[config.mk]
export PLATFORM = sky130hd
export DESIGN_NAME = instr_seq
export DESIGN_NICKNAME = d
export VERILOG_FILES = /design/src/rtl/seq_pkg.sv /design/src/rtl/seq_watchdog.sv /design/src/rtl/instr_seq.sv
export SDC_FILE = /design/constraint.sdc
export NUM_CORES = 1
export LEC_CHECK = 0
export CAP_MARGIN = 20
export CORE_AREA = 10 10 47 49
export DETAILED_ROUTE_END_ITERATION = 16
export DIE_AREA = 0 0 57 59
export PLACE_DENSITY = 0.48
export SLEW_MARGIN = 0
export SYNTH_ARGS = -nofsm -noshare
export SYNTH_HDL_FRONTEND = slang
export SYNTH_SLANG_ARGS = --single-unit
[constraint.sdc]
create_clock -name clk -period 1.2 [get_ports clk]
set_clock_uncertainty 0.1 [all_clocks]
set_input_delay 0.24 -clock clk [delete_from_list [all_inputs] [get_ports clk]]
set_output_delay 0.24 -clock clk [all_outputs]
set_load 0.05 [all_outputs]
[src/rtl/seq_pkg.sv]
`default_nettype none
// ============================================================================
// Module   : seq_pkg
// Purpose  : Shared definitions for the instruction sequencer: FSM state
//            encoding, program-counter select codes and decoded opcodes.
// Revision : 1.0 - initial release
// ============================================================================
package seq_pkg;

  typedef enum logic [2:0] {
    S_IDLE   = 3'd0,
    S_FETCH  = 3'd1,
    S_DECODE = 3'd2,
    S_EXEC   = 3'd3,
    S_HALT   = 3'd4,
    S_FAULT  = 3'd5
  } state_t;

  // Program counter select
  localparam logic [1:0] PS_HOLD = 2'b00;
  localparam logic [1:0] PS_INCR = 2'b01;
  localparam logic [1:0] PS_LOAD = 2'b10;
  localparam logic [1:0] PS_OFST = 2'b11;

  // Opcodes with sequencing side effects; all others are ALU operations
  localparam logic [3:0] OP_JMP  = 4'hC;
  localparam logic [3:0] OP_BRZ  = 4'hD;
  localparam logic [3:0] OP_HALT = 4'hF;

endpackage
`default_nettype wire

[src/rtl/seq_watchdog.sv]
`default_nettype none
// ============================================================================
// Module   : seq_watchdog
// Purpose  : Counts FETCH cycles that pass without a memory acknowledge and
//            flags the cycle whose miss brings the count to MEM_TIMEOUT.
// Ports    : clk, rst (async, active-low)
//            clear   - hold the count at zero (sequencer outside FETCH)
//            enable  - a FETCH cycle without mem_ack
//            timeout - this missed cycle is the MEM_TIMEOUT-th one
// Revision : 1.0 - initial release
// ============================================================================
module seq_watchdog #(
  parameter int MEM_TIMEOUT = 15
) (
  input  logic clk,
  input  logic rst,
  input  logic clear,
  input  logic enable,
  output logic timeout
);

  localparam logic [7:0] LAST_MISS = 8'(MEM_TIMEOUT - 1);

  logic [7:0] count;

  always_ff @(posedge clk or negedge rst) begin
    if (!rst) begin
      count <= 8'd0;
    end else if (clear) begin
      count <= 8'd0;
    end else if (enable) begin
      count <= count + 8'd1;
    end
  end

  // Asserted in the cycle whose miss would take the count to MEM_TIMEOUT,
  // so the sequencer leaves FETCH on that same edge. An ack in that cycle
  // drops enable and therefore wins over the timeout.
  assign timeout = enable && (count == LAST_MISS);

endmodule
`default_nettype wire

[src/rtl/instr_seq.sv]
`default_nettype none
// ============================================================================
// Module   : instr_seq
// Purpose  : Instruction sequencer FSM: IDLE -> FETCH -> DECODE -> EXEC,
//            with HALT and (optionally) a FETCH-timeout FAULT state.
// Ports    : clk, rst (async, active-low), run
//            mem_req/mem_ack - instruction fetch handshake
//            ir_ld           - load instruction register (with mem_ack)
//            opcode, zero    - IR opcode field and ALU zero flag
//            PS              - PC select (hold/incr/load/offset)
//            reg_we, halted, fault
// Config   : SEQ_WATCHDOG_EN - enables the FETCH watchdog and FAULT state;
//            without it FETCH waits forever and fault is tied low.
// Revision : 1.0 - initial release
// ============================================================================
module instr_seq
  import seq_pkg::*;
#(
  parameter int MEM_TIMEOUT = 15
) (
  input  logic       clk,
  input  logic       rst,
  input  logic       run,
  output logic       mem_req,
  input  logic       mem_ack,
  output logic       ir_ld,
  input  logic [3:0] opcode,
  input  logic       zero,
  output logic [1:0] PS,
  output logic       reg_we,
  output logic       halted,
  output logic       fault
);

  state_t state, state_nxt;

`ifdef SEQ_WATCHDOG_EN
  logic wd_timeout;

  // Count is held at zero whenever the FSM is outside FETCH, so every FETCH
  // entry starts from a cleared count.
  seq_watchdog #(
    .MEM_TIMEOUT(MEM_TIMEOUT)
  ) u_watchdog (
    .clk    (clk),
    .rst    (rst),
    .clear  (state != S_FETCH),
    .enable ((state == S_FETCH) && !mem_ack),
    .timeout(wd_timeout)
  );
`endif

  always_ff @(posedge clk or negedge rst) begin
    if (!rst) begin
      state <= S_IDLE;
    end else begin
      state <= state_nxt;
    end
  end

  always_comb begin
    state_nxt = state;
    mem_req   = 1'b0;
    ir_ld     = 1'b0;
    PS        = PS_HOLD;
    reg_we    = 1'b0;

    case (state)
      S_IDLE: begin
        if (run) state_nxt = S_FETCH;
      end
      S_FETCH: begin
        mem_req = 1'b1;
        if (mem_ack) begin
          ir_ld     = 1'b1;
          state_nxt = S_DECODE;
        end
`ifdef SEQ_WATCHDOG_EN
        else if (wd_timeout) begin
          state_nxt = S_FAULT;
        end
`endif
      end
      S_DECODE: begin
        state_nxt = (opcode == OP_HALT) ? S_HALT : S_EXEC;
      end
      S_EXEC: begin
        if (opcode == OP_JMP) begin
          PS = PS_LOAD;
        end else if (opcode == OP_BRZ) begin
          PS = zero ? PS_OFST : PS_INCR;
        end else begin
          PS     = PS_INCR;
          reg_we = 1'b1;
        end
        // The instruction always completes; run only decides what follows.
        state_nxt = run ? S_FETCH : S_IDLE;
      end
      S_HALT, S_FAULT: begin
        if (!run) state_nxt = S_IDLE;
      end
      default: begin
        state_nxt = S_IDLE;
      end
    endcase
  end

  assign halted = (state == S_HALT);
`ifdef SEQ_WATCHDOG_EN
  assign fault  = (state == S_FAULT);
`else
  assign fault  = 1'b0;
`endif

endmodule
`default_nettype wire

Word level (Yosys, flattened, before mapping). Cells that the tools add are included.

Word-level logic and storage cells: 31. Register bits: 3. Bits of input ports: 9. Output and inout port bits: 7.

Reduce and logical (&&, ||, !) cells: 3. Multiplexer cells: 16. Equality and inequality tests: 11.

Operators by type and width (number): case mux 3 bit (5 select lines) (1); equality test 4 bit, second input constant (3); two-way mux 3 bit (4); two-way mux 2 bit (4); two-way mux 1 bit (7); equality test 3 x 2 -> 1 bit, second input constant (2); equality test 3 bit, second input constant (2); != test 2 bit, second input constant (3); equality test 3 x 1 -> 1 bit, second input constant (1); zero test 3 bit (1); AND reduction 3 bit (1); OR reduction 2 bit (1).

Longest topological paths before layout.
Depth in word-level cells: 4. Gate-level depth with buffers: 3. Depth with buffers taken out: 3.

Worst setup path before layout. No wires, ideal clock.

Path kind: reg-to-output. Start: reg state[1]. End: out ir_ld. Stages on the path, launching flop included: 4. Path slack: -0.943 ns. Data arrival time: 1.803 ns. Required time: 0.860 ns. Cells stage by stage: dfrtp_1 nand2b_1 nor2_1 and2_1.

Cells in the longest elaborated chain, start to end: 2.

Ends and longest elaborated chain: start, declared (RTL line instr_seq.sv:35) `state_t state, state_nxt;`; start signal, assigned (RTL line instr_seq.sv:57) `state <= state_nxt;`; equality test 3 x 1 -> 1 bit (RTL line instr_seq.sv:68) `case (state)`; two-way mux 1 bit (RTL line instr_seq.sv:68); end, declared (RTL line instr_seq.sv:26) `output logic ir_ld,`.

No other way between the ends.

Worst setup path after layout.
Start: reg state[2]. End: out PS[1].

Cells in the longest elaborated chain, start to end: 2.

Ends and longest elaborated chain: equality test 3 x 2 -> 1 bit (RTL line instr_seq.sv:68); two-way mux 2 bit (RTL line instr_seq.sv:68); end, declared (RTL line instr_seq.sv:29) `output logic [1:0] PS,`.

No other way between the ends.

==> summary.txt <==
Run status
  • Outcome: complete, but fails checks
  • Failing checks: negative setup slack

Die
  • Die H: between 50 and 60 µm
  • Starting Density: 0.167
  • Die area: 3360 µm²
  • Row cnt: 14
  • Num ports: 16
  • Die Wd: ~57 µm
  • Area of the core: roughly 1400 µm²

Worst setup path
  • Path length in cells of the critical path: 3
  • Startpoint types: flip-flop
  • CP Class: reg -> out
  • Arr. time, crit path: roughly 1.3 ns
  • Crit path launch: state[2]
  • WP buf/inv: 1
  • Cell Chain, Critical Path: nand3b_1 -> nor3_4 -> buf_12
  • Critical R2R Launch: state[2]
  • Worst setup endpoint: PS[1]
  • Crit. End Element: primary output
  • Slowest stage delay, CP: between 0.3 and 0.4 ns
  • WP data required: approximately 0.86 ns
  • Critical path's slowest cell: dfrtp_2
  • Reg2Reg Setup Slack: ~0.01 ns
  • Depth of the worst register-to-register path: 4
  • Max Fanout on Critical Path: 3
  • CP delay by family, top: simple AND/OR/NAND/NOR gates
  • Reg-to-reg critical path endpoint: state[0]

Clock network
  • Root Driver: clkbuf_4
  • H-tree Lvls: 1
  • Sink Count: 3
  • Register clock-pin slew on the reported worst setup and hold paths: ~0.040 ns
  • Max clock buf depth: 2
  • Hold_buf cts: 0
  • CTS tree: done
  • CTS buffer count: 3
  • Skew-Pair Late Insertion Delay: around 0.23 ns

Timing
  • Highest achievable clock rate: around 0.62 GHz
  • Unrepaired setup endpoints after global routing: yes
  • Max Transition Viols Final: 0
  • Setup WS post-layout: -0.402 ns
  • Setup_tns: -2.11 ns
  • Final Hold Slack: between 0.09 and 0.1 ns
  • Final Critical Period: 1.60 ns
  • Period utilization: 1.33
  • Final setup fails: 6
  • Hold Fails Final Rpt: 0

Synthesis
  • EDFF count, synth: 0
  • Synth warn: 0
  • Asr flop ratio synth: 1.00
  • Post-Syn Area: ~230 µm²
  • Area contributors post-synth: dfrtp_1 32%, nor2b_1 11%, nand3b_1 9.6%, nand2b_1 5.3%, nor2_1 4.8%
  • Syn Area/Cell: about 8.1 µm²
  • Synth Instances: 29
  • Seq/Total Area, Yosys: 0.321
  • Synth Net Count: 38
  • Synth Flop Type: dfrtp_1
  • Top cells by count, synth: 4 x nor2b_1, 3 x dfrtp_1, 3 x nand3b_1, 3 x nor2_1
  • Synthesis-stage register bit count: 3
  • Synth area leader: dfrtp_1
  • Most common cell in the netlist: nor2b_1
  • Number of distinct library cells after synthesis: 18
  • Top cell type's share of synthesized area: 0.321

GRT
  • Initial antenna violation count: 0
  • Largest net degree at the start of global routing: 9
  • Global-route wire length before repair: between 1500 and 2000 µm
  • GR Overflow Total: 0
  • Total Routing Usage GR: 0.0628
  • Vias in the first global route: around 340

Route
  • DRC: 0
  • Routed Antenna Nets: 0
  • Pre-Repair DR Iteration Count: 2
  • Iter 0 DRT Violations: 2
  • Via Count: between 300 and 400
  • WL final: around 980 µm
  • Mean routed wirelength per cell: about 14 µm
  • Number of vias per cell: between 4 and 5

Power and ir drop
  • IR drop worst, VDD: roughly 1500 µV
  • Static Leak: about 0.25 nW
  • PwrDens: around 2200 nW/µm²

Place
  • GPL Wtd Cong: 0.759
  • Hpwl dp: approximately 780 µm
  • Placed insts: 63
  • IO buf count: 14

Finish
  • Nets: 62
  • Fill cell instance count of the final layout: 150
  • Largest regs: state: 3 flops
  • Ant diodes: 0
  • Biggest register: state
  • Max reg flops: 3
  • Fin util: 0.422
  • Layout cells sized above 1: 0.500
  • Layout area overhead: 153%
  • Fin cells: 68

Hold path
  • Worst hold path class: in -> async

Run
  • Max Cap Violations: 0
## layout make-up
class / count / area (µm²) / share of cell area
Sequential cell: 3 / 76.3 / 0.129
Tap cell: 16 / 20.0 / 0.0338
Clock buffer: 4 / 26.3 / 0.0444
Timing Repair Buffer: 20 / 251 / 0.425
Multi-Input combinational cell: 25 / 218 / 0.368
## how the worst min path moves through the flow
stage,end,cells after the start,start
CTS,state[1],1,rst
finish,state[1],1,rst
global placement,state[0],1,rst
detailed placement,state[0],1,rst
global route,state[0],1,rst
floorplan,state[0],0,rst
## layout by cell type, fill, tap and decap left out, types with 2 or more instances in the layout
cell type,n
clkdlybuf4s50_1,4
buf_12,6
nand3b_1,3
clkbuf_4,3
nand2_1,2
buf_6,2
dfrtp_1,2
dlygate4sd2_1,3
buf_4,4
nor2b_1,2
## logic make-up (layout without fill, tap and decap cells)
logic type,count (synthesis),count (layout),synth area share
AND/OR/NAND/NOR,19,19,0.487
AO/OA/AOI/OAI,5,5,0.144
buffers and inverters,1,24,0.0321
other,1,1,0.0160
flip-flops,3,3,0.321
## per-stage QoR
step | cell area (µm²) | power, mW | setup WS (ns)
after detailed placement | 524 | 1.02 | -0.472
final | 592 | 1.30 | -0.402
after global routing | 592 | 1.38 | -0.482
after CTS | 572 | 1.26 | -0.436
after floorplan | 274 | 0.620 | -0.344
after global placement | 524 | 1.01 | -0.422
## layer usage
metal  share of wire  GRT usage  vias up
met2            0.54      0.101       13
met4           0.028     0.0705        0
met3           0.094     0.0343        2
li1                -          -      149
met1            0.34     0.0514      146
met5               0          0        -
## report_power, final
part	switching, mW	internal (mW)	total (mW)
combinational	0.471	0.483	0.955
clock	0.0504	0.124	0.175
sequential	0.0297	0.136	0.166
total	0.552	0.744	1.30
## timing repair
action	CTS	global route
setup buffers	1	0
resized for setup	6	5
pin swaps	3	3
setup endpoints to repair	7	9
Note: power is estimated with default switching activity, not from simulation.
